## src/rtl/pc_gen.sv

```systemverilog
// pc_gen: fetch program-counter generator with branch, JALR, trap and return-address-stack redirects
// Ports:
//   clk, rst            clock, synchronous active-high reset
//   stall               hold pc (sequential increment only)
//   br_taken/br_offset  pc-relative branch, signed byte offset
//   jalr_en/jalr_target absolute jump, bit 0 cleared
//   trap                redirect to TRAP_VEC
//   ras_push/ras_pop    call / return on the return-address stack
//   pc, pc_plus4        registered fetch pc and its sequential successor
//   ras_empty           stack holds no entries
//   misalign, ras_ovf, ras_unf  one-cycle event pulses
module pc_gen #(
    parameter int              WIDTH     = 32,
    parameter int              DEPTH     = 4,
    parameter logic [WIDTH-1:0] RESET_VEC = '0,
    parameter logic [WIDTH-1:0] TRAP_VEC  = WIDTH'(32'h0000_0100)
) (
    input  logic             clk,
    input  logic             rst,
    input  logic             stall,
    input  logic             br_taken,
    input  logic [WIDTH-1:0] br_offset,
    input  logic             jalr_en,
    input  logic [WIDTH-1:0] jalr_target,
    input  logic             trap,
    input  logic             ras_push,
    input  logic             ras_pop,
    output logic [WIDTH-1:0] pc,
    output logic [WIDTH-1:0] pc_plus4,
    output logic             ras_empty,
    output logic             misalign,
    output logic             ras_ovf,
    output logic             ras_unf
);
    localparam int AW = $clog2(DEPTH);

    logic [WIDTH-1:0] ras [DEPTH];
    logic [AW-1:0]    ptr;
    logic [AW:0]      cnt;
    logic [AW-1:0]    top_idx;
    logic             full, push, pop, pop_hit, jalr_sel, br_sel, mis;
    logic [WIDTH-1:0] target, pc_next;

    // ptr addresses the next free slot, so the top lives one below it
    assign top_idx   = ptr - 1'b1;
    assign pc_plus4  = pc + WIDTH'(4);
    assign ras_empty = cnt == '0;
    assign full      = cnt == (AW+1)'(DEPTH);
    assign push      = ras_push && !trap;
    assign pop       = ras_pop && !trap;
    assign pop_hit   = pop && !ras_empty;

    always_comb begin
        jalr_sel = !trap && !ras_pop && jalr_en;
        br_sel   = !trap && !ras_pop && !jalr_en && br_taken;
        target   = jalr_sel ? (jalr_target & ~WIDTH'(1)) : pc + br_offset;
        mis      = (jalr_sel || br_sel) && (target[1:0] != 2'b00);
        pc_next  = trap                ? TRAP_VEC :
                   ras_pop             ? (ras_empty ? pc_plus4 : ras[top_idx]) :
                   (jalr_sel || br_sel) ? (mis ? TRAP_VEC : target) :
                   stall               ? pc : pc_plus4;
    end

    always_ff @(posedge clk) begin
        if (rst) begin
            pc       <= RESET_VEC;
            ptr      <= '0;
            cnt      <= '0;
            misalign <= 1'b0;
            ras_ovf  <= 1'b0;
            ras_unf  <= 1'b0;
            for (int i = 0; i < DEPTH; i++) ras[i] <= '0;
        end else begin
            pc       <= pc_next;
            misalign <= mis;
            ras_ovf  <= push && !pop_hit && full;
            ras_unf  <= pop && ras_empty;
            // a combined return+call swaps the top in place; a full push overwrites the oldest slot by wrapping
            if (push && pop_hit) begin
                ras[top_idx] <= pc_plus4;
            end else if (push) begin
                ras[ptr] <= pc_plus4;
                ptr      <= ptr + 1'b1;
                if (!full) cnt <= cnt + 1'b1;
            end else if (pop_hit) begin
                ptr <= ptr - 1'b1;
                cnt <= cnt - 1'b1;
            end
        end
    end
endmodule

```

## config.mk

```make
export PLATFORM = sky130hd
export DESIGN_NAME = pc_gen
export DESIGN_NICKNAME = d
export VERILOG_FILES = /design/src/rtl/pc_gen.sv
export SDC_FILE = /design/constraint.sdc
export NUM_CORES = 1
export LEC_CHECK = 0
export BUFFER_PORTS_ARGS = -buffer_cell sky130_fd_sc_hd__buf_2
export CAP_MARGIN = 20
export CORE_UTILIZATION = 45
export DETAILED_ROUTE_END_ITERATION = 16
export HOLD_SLACK_MARGIN = 0.02
export PLACE_DENSITY = 0.69
export SYNTH_ARGS = -nofsm -noshare
export SYNTH_HDL_FRONTEND = slang
export SYNTH_SLANG_ARGS = --single-unit
export TNS_END_PERCENT = 1
```

## constraint.sdc

```tcl
create_clock -name clk -period 3.15 [get_ports clk]
set_input_delay 0 -clock clk [delete_from_list [all_inputs] [get_ports clk]]
set_output_delay 0 -clock clk [all_outputs]
set_load 0.005 [all_outputs]
```

# ---- Yosys cells after proc, flatten, opt, wreduce, memory -nomap -nowiden
# Memories as Yosys holds them, arrays and structs flattened.
# Cells that the tools add are included.
dict set report classes {
  addsub 6
  reduce_logical 26
  bitwise 1
  n_mux 27
  n_eq_ne 4
}
# operator count
set ops {}
lappend ops {{$mux W32} 8}
lappend ops {{$reduce_or A32 Y1} 2}
lappend ops {{$add A32 B3 Y32 const B} 1}
lappend ops {{$add A32 B32 Y32} 1}
lappend ops {{$logic_and A1 B1 Y1} 12}
lappend ops {{$mux W1} 11}
lappend ops {{$mux W3} 3}
lappend ops {{$mux W9} 1}
lappend ops {{$mux W2} 4}
lappend ops {{$logic_not A1 Y1} 5}
lappend ops {{$ne A4 B1 Y1 const B} 1}
lappend ops {{$reduce_bool A2 Y1} 2}
lappend ops {{$add A3 B1 Y3 const B} 1}
lappend ops {{$eq A3 B3 Y1 const B} 1}
lappend ops {{$logic_not A3 Y1} 1}
lappend ops {{$ne A3 B1 Y1 const B} 1}
lappend ops {{$reduce_and A3 Y1} 1}
lappend ops {{$sub A3 B1 Y3 const B} 1}
lappend ops {{$add A2 B1 Y2 const B} 1}
lappend ops {{$ne A2 B2 Y1 const B} 1}
lappend ops {{$reduce_and A2 Y1} 1}
lappend ops {{$reduce_or A2 Y1} 1}
lappend ops {{$sub A2 B1 Y2 const B} 1}
lappend ops {{$logic_or A1 B1 Y1} 1}
lappend ops {{$not A1 Y1} 1}
dict set report word_totals {
  ff_bits 40
  elab_cells 72
  out_inout_bits 68
  memories 1
  ram_bits 128
}
# name words word_bits rd rd_ports_with_merged_regs wr line_no
set memory_table {}
lappend memory_table {ras 4 32 1 0 4 37} ;# logic [WIDTH-1:0] ras [DEPTH];

# ---- Logic depth before layout (Yosys ltp)
# Gate-level depths: netlist of the first run.
dict set report depth {
  word_depth 10
  mapped_depth 11
  ltp_nobuf 11
}

# ---- Worst setup path before layout of the first run
# No wires, ideal clock.
dict set report synth_timing {
  kind {reg-to-reg}
  startpoint {register cnt[0]}
  endpoint {memory ras[0][0] (enable)}
  slack_ns 0.248
  t_arrival_ns 2.508
  path_buffers 1
  path_stages_with_launch 11
  required_ns 2.756
  cell_sequence {dfxtp_1 > nor3_2 > or3_1 > inv_1 > ha_1 > nor2b_1 > mux2i_1 > nor3_1 > nand2b_1 > clkbuf_1 > nand2b_1}
}
# item line_no
set synth_lines {}
lappend synth_lines {{from (decl)} 39} ;# logic [AW:0] cnt;
lappend synth_lines {{from (signal assigned)} 84} ;# if (!full) cnt <= cnt + 1'b1;
lappend synth_lines {{from (signal assigned)} 87} ;# cnt <= cnt - 1'b1;
lappend synth_lines {{to (decl)} 37}

==> results of run 1 <==
==> cells in the final DEF (no fill, tap or decap), types with 4 or more instances in the layout <==
cell and instances:
mux4_2 32, nand2b_1 9, o211ai_1 6, o21ai_0 45
a221o_1 16, nor2b_1 4, mux2i_1 7, nor3_1 17
a211oi_1 4, dlygate4sd3_1 28, xnor2_1 39, and3_1 16
buf_4 30, o21a_1 5, dfxtp_1 39, buf_2 138
nor4_1 5, inv_6 5, nand3_1 25, a21oi_1 44
nor2_1 142, inv_1 53, a221oi_1 16, edfxtp_1 128
clkbuf_16 17, nand4_1 8, a31oi_1 13, o21ai_1 6
xor2_1 15, inv_8 6, a21o_1 17, nand2_1 94
ha_1 36, or3_1 6
==> flip-flops by register name, indices dropped and copies added, names as in the netlist, named ones only <==
register	cells
ras_ovf	1
pc	30
cnt	3
misalign	1
ras_unf	1
ras	128
ptr	2
==> metrics by stage <==
stage / setup WS (ns) / total power [W] / hold slack [ns]
5_1_grt: 0.0242 / 0.00617 / 0.0433
3_3_place_gp: 0.469 / 0.00387 / 0.279
3_5_place_dp: 0.410 / 0.00388 / 0.281
4_1_cts: 0.183 / 0.00596 / 0.0242
6_report: 0.188 / 0.00594 / 0.0361
2_1_floorplan: 0.248 / 0.00347 / 0.0952
==> metal layers <==
layer / share of wire [%] / track usage [%]
met1: 42 / 34.7
met2: 47 / 39.7
met3: 7.2 / 2.77
met4: 3.7 / 11.7
met5: 0 / 0
==> worst max-delay path, stage by stage (launching register included) <==
cell	delay [ns]
dfxtp_1	0.48
inv_1	0.10
fa_1	0.54
a31o_4	0.18
and2_1	0.47
nand2_1	0.27
o22ai_1	0.17
a21oi_1	0.08
dlygate4sd3_1	0.56
==> logic make-up after synthesis <==
| family | after synthesis | share of synthesized area (%) |
|---|---|---|
| compound gates | 210 | 14.7 |
| xor+xnor | 55 | 4.87 |
| fa+ha+maj | 38 | 4.88 |
| simple gates | 360 | 16.8 |
| mux | 39 | 7.88 |
| buf+inv | 106 | 4.69 |
| flops | 168 | 46.3 |
==> layout make-up <==
cell class                 instances  area [µm²]
tap                              280         350
clock buffer                      17         425
fill                            1853        9840
timing repair buffer             199        1260
inverter                          53         199
antenna                            1        2.50
sequential                       168        4650
clock inverter                    15         169
multi-input combinational        702        4930
==> where the power goes <==
group	total, W	switching [W]	leakage (nW)	internal [W]
Sequential	0.00260	0.000110	1.66	0.00249
Combinational	0.00128	0.000702	3.08	0.000574
Clock	0.00207	0.000995	0.293	0.00108
Total	0.00594	0.00181	5.03	0.00414
==> worst paths after layout <==
path | endpoint | cells after the start | slack [ns] | from
max | pc[8] | 8 | 0.19 | flip-flop
min | pc[12] | 4 | 0.04 | jalr_target[12]
min reg2reg | cnt[2] | 2 | 0.53 | cnt[2]
max reg2reg | pc[8] | 8 | 0.19 | flip-flop
==> flow_summary.yaml, run 1 <==
routing:
  drt-total-wl_um: 28200
  drt.antenna.violating_nets: 0
  wire_per_inst_um: 19.7
  num_vias: 8353
  drt_iter0_drc: 740
  firstDrtPassIters: 5
  drc: 0
  avgViaCountPerCell: 5.82
placed_design:
  place_congestion: 0.953
  port_buffers: 138
  dp_hpwl_um: 20200
  dp_cells: 1374
  place_area_um2: 11100
setup_path:
  critPathLaunchType: "flip-flop"
  critPathKind: "flip-flop to flip-flop"
  critPathArrivalTime_ns: 3.28
  worst_setup_path_end_kind: "flip-flop"
  required_ns: 3.47
  crit_fanout: 12
clock_tree:
  htree_levels: 4
  hold_buffers: 28
  clockBufferDepth: 2
  clk_latency_ns: 0.43
  root_buffer: "clkbuf_16"
  path_clk_slew_ns: 0.08
  cts_sinks: 168
  cts_resized: 0
  cts_post_setup_buffers_inserted: 0
  cts_tree: "yes"
  numCtsBuffers: 17
synthesis:
  synth_commonest_cells: "nor2_1, edfxtp_1, nand2_1"
  synthFlopType: "edfxtp_1"
  netlist_instances: 976
  synth_area_leaders: "edfxtp_1, dfxtp_1, mux4_2"
  yosys.area.top_type: "edfxtp_1"
  syn-cell-area_um2: 10000
  synthArstFlopShare_pct: 0
  ys_seq_elements: 168
  synth_most_common_cell: "nor2_1"
  syn_avg_cell_area_um2: 10.3
  ys_seq_area_share_pct: 46.3
  synth_edf_count: 128
  synth_top_cell_area_share_pct: 38.3
  yosysUniqueCellTypes: 82
  syn_nets: 1086
  yosysWarnings: 0
floorplan:
  pin_count: 140
  fp.dieH_um: 151
  row_count: 54
  die_w_um: 151
  start_util_pct: 46.0
  coreArea_um2: 21800
  die-area_um2: 22900
global_route:
  grt_max_degree: 33
  grt_pass1_wl_um: 43200
  grt_overflow: 0
  grt_pass1_vias: 7951
  antenna_found_initial: 0
  groute.usage.overall_pct: 25.2
power:
  power_density_nw_per_um2: 496
  vdd_drop_max_uv: 390
  power.leakage_nw: 5.03
sta:
  setup_viol: 0
  max_slew.worst_pin.slew_ns: 0.866
  report.final.slew_viol_count: 0
  hold_viol_final: 0
  rsz0062_at_grt: "false"
  fin_crit_ns: 2.96
  finClkSkew_ns: 0.0113
  fin_tns_setup_ns: 0
  max_slew_margin_pct: 42.3
  clock.fmax_ghz: 0.338
  min_period_over_period_pct: 94.0
cells_and_area:
  fin_cells: 1435
  fin_nets: 1251
  postLayoutCoreUtil_pct: 54.9
  stdcell_area_um2: 12000
  area_growth_pct: 19.3
  drive_gt1_share_pct: 23.4
worst_hold_path:
  hp-class: "input pin to flip-flop"
flow_run:
  drv_cap: 0
status:
  outcome: "complete, no violations"
Power figures use the tool's default switching activity.
==> run 2: changes to the inputs <==
CORE_MARGIN = 5   (was unset)
==> flow_summary.yaml, run 2 (synthesized netlist as in run 1, its figures left out) <==
status:
  outcome: "complete, no violations"
power:
  power_density_nw_per_um2: 495
  vdd_drop_max_uv: 373
  power.leakage_nw: 5.05
sta:
  max_slew.worst_pin.slew_ns: 0.731
  hold_viol_final: 0
  finalWorstSetupSlack_ns: 0.198
  finClkSkew_ns: 0.0137
  max_slew_margin_pct: 50.9
  setup_viol: 0
  report.final.slew_viol_count: 0
  min_period_over_period_pct: 93.7
  clock.fmax_ghz: 0.339
  rsz0062_at_grt: "false"
  fin_tns_setup_ns: 0
  fin_crit_ns: 2.95
setup_path:
  crit_fanout: 5
  required_ns: 3.52
  critPathArrivalTime_ns: 3.32
  critPathKind: "flip-flop to flip-flop"
  critPathLaunchType: "flip-flop"
  reg2reg_to: "pc[8]"
  r2r_cells: 12
  worst_setup_path_end_kind: "flip-flop"
  rrSetupSlack_ns: 0.20
cells_and_area:
  area_growth_pct: 19.7
  num_antenna_cells: 0
  largest_register_ffs: 128
  register_area_um2: 4650
  multi_input_area_um2: 4930
  drive_gt1_share_pct: 23.4
  postLayoutCoreUtil_pct: 54.9
  final_cell_mix: "nor2_1, buf_2, edfxtp_1"
  final_common_cell: "nor2_1"
  regMostFlops: "ras"
  fill_cells: 1849
  top_regs: "ras x128, pc x30, cnt x3"
  fin_nets: 1254
floorplan:
  coreArea_um2: 21900
  pin_count: 140
  start_util_pct: 45.9
  die_w_um: 159
  row_count: 54
  fp.dieH_um: 159
  die-area_um2: 25400
global_route:
  grt_overflow: 0
  grt_pass1_vias: 8107
  antenna_found_initial: 0
  groute.usage.overall_pct: 22.1
  grt_pass1_wl_um: 44900
  grt_max_degree: 33
routing:
  firstDrtPassIters: 5
  drt.antenna.violating_nets: 0
  drt-total-wl_um: 28800
  wire_per_inst_um: 20.0
  drc: 0
  drt_iter0_drc: 794
  num_vias: 8362
  avgViaCountPerCell: 5.82
worst_hold_path:
  min_to: "pc[19]"
  holdCritStartpoint: "jalr_target[19]"
  hp-class: "input pin to flip-flop"
  hold-path-cell-count: 5
placed_design:
  pre_cts_ws_ns: 0.360
  port_buffers: 138
  place_congestion: 0.960
  dp_hpwl_um: 21000
clock_tree:
  clk_latency_ns: 0.43
  cts_tree: "yes"
  htree_levels: 4
  cts_resized: 0
  path_clk_slew_ns: 0.07
  numCtsBuffers: 17
  clockBufferDepth: 2
  cts_sinks: 168
  root_buffer: "clkbuf_16"
flow_run:
  drv_cap: 0
-- run 2: stage by stage --
stage	std cells	total power, W	hold slack, ns	cell area [µm²]
global placement	1375	0.00387	0.304	11100
CTS	1437	0.00596	0.0221	12000
global route	1437	0.00619	0.0455	12000
floorplan	976	0.00347	0.0952	10000
finish	1437	0.00595	0.0456	12000
detailed placement	1375	0.00389	0.300	11100
-- run 2: worst max-delay path by stage --
stage               startpoint        end  cells after the start
floorplan               cnt[0]  ras[0][0]                     10
global placement     flip-flop     pc[20]                     11
detailed placement   flip-flop     pc[20]                     11
CTS                  flip-flop      pc[8]                     12
global route         flip-flop      pc[8]                     12
finish               flip-flop      pc[8]                     12
-- run 2: critical path, stage by stage (launching register included) --
cell and delay [ns]:
dfxtp_1 0.42, ha_1 0.21, inv_1 0.06, fa_1 0.40, nand2b_1 0.19, a21o_1 0.19
and2_2 0.19, o21bai_1 0.12, a21oi_1 0.09, xnor2_1 0.21, o22ai_1 0.12, a21oi_1 0.15
dlygate4sd3_1 0.55
-- run 2: what timing repair did --
action                                 CTS  global route
endpoints found under the hold margin   30             0
buffers inserted                         0             0
hold buffers                            30             0
-- run 2: layout make-up --
type | instances | share of cell area, %
clock inverter | 15 | 1.43
clock buffer | 17 | 3.54
sequential | 168 | 38.6
timing repair buffer | 202 | 10.8
multi-input combinational | 702 | 41.0
tap | 280 | 2.91
inverter | 53 | 1.65
-- run 2: report_power, final --
part | switching, W | total, W | internal [W]
clock | 0.000990 | 0.00207 | 0.00108
sequential | 0.000108 | 0.00259 | 0.00249
combinational | 0.000710 | 0.00129 | 0.000582
-- run 2: metal layers --
metal / up-vias / GRT usage [%] / part of all wire (%)
met5: - / 0 / 0
met4: 0 / 8.10 / 3.1
met3: 50 / 4.09 / 7.7
met2: 373 / 36.3 / 49
met1: 4004 / 29.5 / 41
li1: 3935 / - / -
==> run 3: changes to the inputs <==
ABC_AREA = 1   (was unset)
BUFFER_PORTS_ARGS = -buffer_cell sky130_fd_sc_hd__clkbuf_2   (was -buffer_cell sky130_fd_sc_hd__buf_2)
==> flow_summary.yaml, run 3 <==
global_route:
  grt_pass1_wl_um: 53200
  antenna_found_initial: 0
  grt_pass1_vias: 9750
  groute.usage.overall_pct: 24.0
  grt_max_degree: 49
  grt_overflow: 0
sta:
  finClkSkew_ns: 0.0147
  rsz0062_at_grt: "false"
  setup_viol: 0
  clock.fmax_ghz: 0.353
  max_slew.worst_pin.slew_ns: 1.01
  fin_crit_ns: 2.83
  fin_tns_setup_ns: 0
  max_slew_margin_pct: 32.3
  report.final.slew_viol_count: 0
  min_period_over_period_pct: 89.9
  hold_viol_final: 0
cells_and_area:
  fin_nets: 1734
  area_growth_pct: 18.0
  register_area_um2: 4650
  stdcell_area_um2: 12900
  drive_gt1_share_pct: 14.6
  largest_register_ffs: 128
  fill_cells: 2299
  final_common_cell: "nand2_1"
  num_antenna_cells: 0
  regMostFlops: "ras"
  final_cell_mix: "nand2_1, nor2_1, inv_1"
  multi_input_area_um2: 5260
  top_regs: "ras x128, pc x30, cnt x3"
placed_design:
  dp_hpwl_um: 24400
  port_buffers: 138
  place_area_um2: 12000
  place_congestion: 0.953
setup_path:
  startpoint: "cnt[0]"
  critPathKind: "flip-flop to flip-flop"
  crit_fanout: 22
  rrSetupSlack_ns: 0.32
  r2r_cells: 14
  critPathArrivalTime_ns: 3.12
  reg2reg_from: "cnt[0]"
  crit_path_end: "ras[1][0]"
  reg2reg_to: "ras[1][0]"
  critPathLaunchType: "flip-flop"
  required_ns: 3.43
  worst_setup_path_end_kind: "flip-flop"
synthesis:
  synth_commonest_cells: "nand2_1, nor2_1, inv_1"
  synth_top_cell_area_share_pct: 35.2
  ys_seq_elements: 168
  syn_avg_cell_area_um2: 7.42
  ys_seq_area_share_pct: 42.5
  syn-cell-area_um2: 10900
  syn_nets: 1582
  synthFlopType: "edfxtp_1"
  yosys.area.top_type: "edfxtp_1"
  netlist_instances: 1472
  yosysUniqueCellTypes: 49
  synth_area_leaders: "edfxtp_1, nand2_1, nor2_1"
  synth_edf_count: 128
  synthArstFlopShare_pct: 0
  synth_most_common_cell: "nand2_1"
  yosysWarnings: 0
clock_tree:
  numCtsBuffers: 17
  clk_latency_ns: 0.44
  cts_sinks: 168
  root_buffer: "clkbuf_16"
  cts_tree: "yes"
  htree_levels: 4
  clockBufferDepth: 2
  path_clk_slew_ns: 0.07
status:
  outcome: "complete, no violations"
floorplan:
  row_count: 57
  coreArea_um2: 24100
  die-area_um2: 27500
  fp.dieH_um: 166
  die_w_um: 166
  pin_count: 140
  start_util_pct: 45.3
flow_run:
  drv_cap: 0
routing:
  drt_iter0_drc: 1012
  met1_length_um: 14800
  drc: 0
  num_vias: 10357
  wire_per_inst_um: 17.2
  firstDrtPassIters: 6
  drt.antenna.violating_nets: 0
  drt-total-wl_um: 33700
  avgViaCountPerCell: 5.28
  maxUsedRoutingLayer: "met4"
  wl_met2_um: 15600
  wl_met3_um: 2650
power:
  power.leakage_nw: 6.22
  vdd_drop_max_uv: 285
  power_density_nw_per_um2: 472
worst_hold_path:
  hp-class: "input pin to flip-flop"
[run 3: changes by cell type after synthesis, moves of 27 or more]
| cell | before | now |
|---|---|---|
| inv_1 | 53 | 199 |
| mux4_2 | 32 | 0 |
| nand2_1 | 94 | 388 |
| xnor2_1 | 39 | 6 |
| nor2_1 | 144 | 242 |
| nand3_1 | 25 | 52 |
| a22oi_1 | 3 | 39 |
[run 3: worst min-delay path by stage]
stage / start / endpoint / slack [ns] / depth (start not counted)
2_1_floorplan: rst / misalign / 0.07 / 1
3_3_place_gp: stall / pc[8] / 0.29 / 3
3_5_place_dp: stall / pc[8] / 0.29 / 3
4_1_cts: jalr_target[14] / pc[14] / 0.02 / 5
5_1_grt: jalr_target[14] / pc[14] / 0.04 / 5
6_report: jalr_target[2] / pc[2] / 0.03 / 5
[run 3: worst max-delay path, stage by stage, from the launching register on]
cell and delay, ns:
dfxtp_1 0.34, nor2_1 0.16, nand2_1 0.13, inv_1 0.11
nor2_2 0.04, inv_1 0.07, nor2_1 0.06, inv_1 0.12
ha_1 0.18, inv_1 0.06, nor2_1 0.15, nor2_1 0.09
inv_1 0.74, nand2_1 0.27, nor2_1 0.17
[run 3: stage by stage]
| step | hold WS (ns) | setup WS [ns] | std cells | util [%] | power [W] |
|---|---|---|---|---|---|
| 3_3_place_gp | 0.290 | 0.467 | 1905 | 49.9 | 0.00390 |
| 2_1_floorplan | 0.0724 | 0.128 | 1472 | - | 0.00345 |
| 6_report | 0.0266 | 0.317 | 1961 | 53.5 | 0.00609 |
| 5_1_grt | 0.0432 | 0.0222 | 1961 | 53.5 | 0.00635 |
| 4_1_cts | 0.0208 | 0.282 | 1960 | 53.4 | 0.00608 |
| 3_5_place_dp | 0.295 | 0.353 | 1905 | 49.9 | 0.00392 |
[run 3: per-layer routing]
| metal | track usage, % | vias up |
|---|---|---|
| li1 | - | 5072 |
| met1 | 34.2 | 4788 |
| met2 | 38.2 | 445 |
| met3 | 3.71 | 52 |
| met4 | 6.78 | 0 |
| met5 | 0 | - |
[run 3: area by class of cell]
cell class | count | area share (%)
Timing Repair Buffer | 185 | 9.08
Tap cell | 324 | 3.14
Clock buffer | 17 | 3.30
Multi-Input combinational cell | 1037 | 40.8
Clock inverter | 15 | 1.44
Sequential cell | 168 | 36.0
Inverter | 215 | 6.26
[run 3: kinds of logic (layout without fill, tap and decap cells)]
group                      Yosys count  count (layout)  synth area share, %
adders and majority gates           38              38                 4.49
DFF                                168             168                 42.5
AOI/OAI and AO/OA                  225             225                 12.4
and+or+nand+nor                    732             732                 27.4
xor gates and xnor gates            42              42                 3.78
buffers and inverters              267             432                 9.48
[run 3: timing repair]
item | CTS | global route
hold endpoints to repair | 20 | 0
resized for setup | 0 | 1
hold buffers | 23 | 0
buffers inserted | 0 | 0
setup endpoints to repair | 0 | 1
[run 3: where the power goes]
group | switching (W) | internal, W
combinational | 0.000845 | 0.000444
sequential | 0.0000933 | 0.00254
clock | 0.000963 | 0.00120
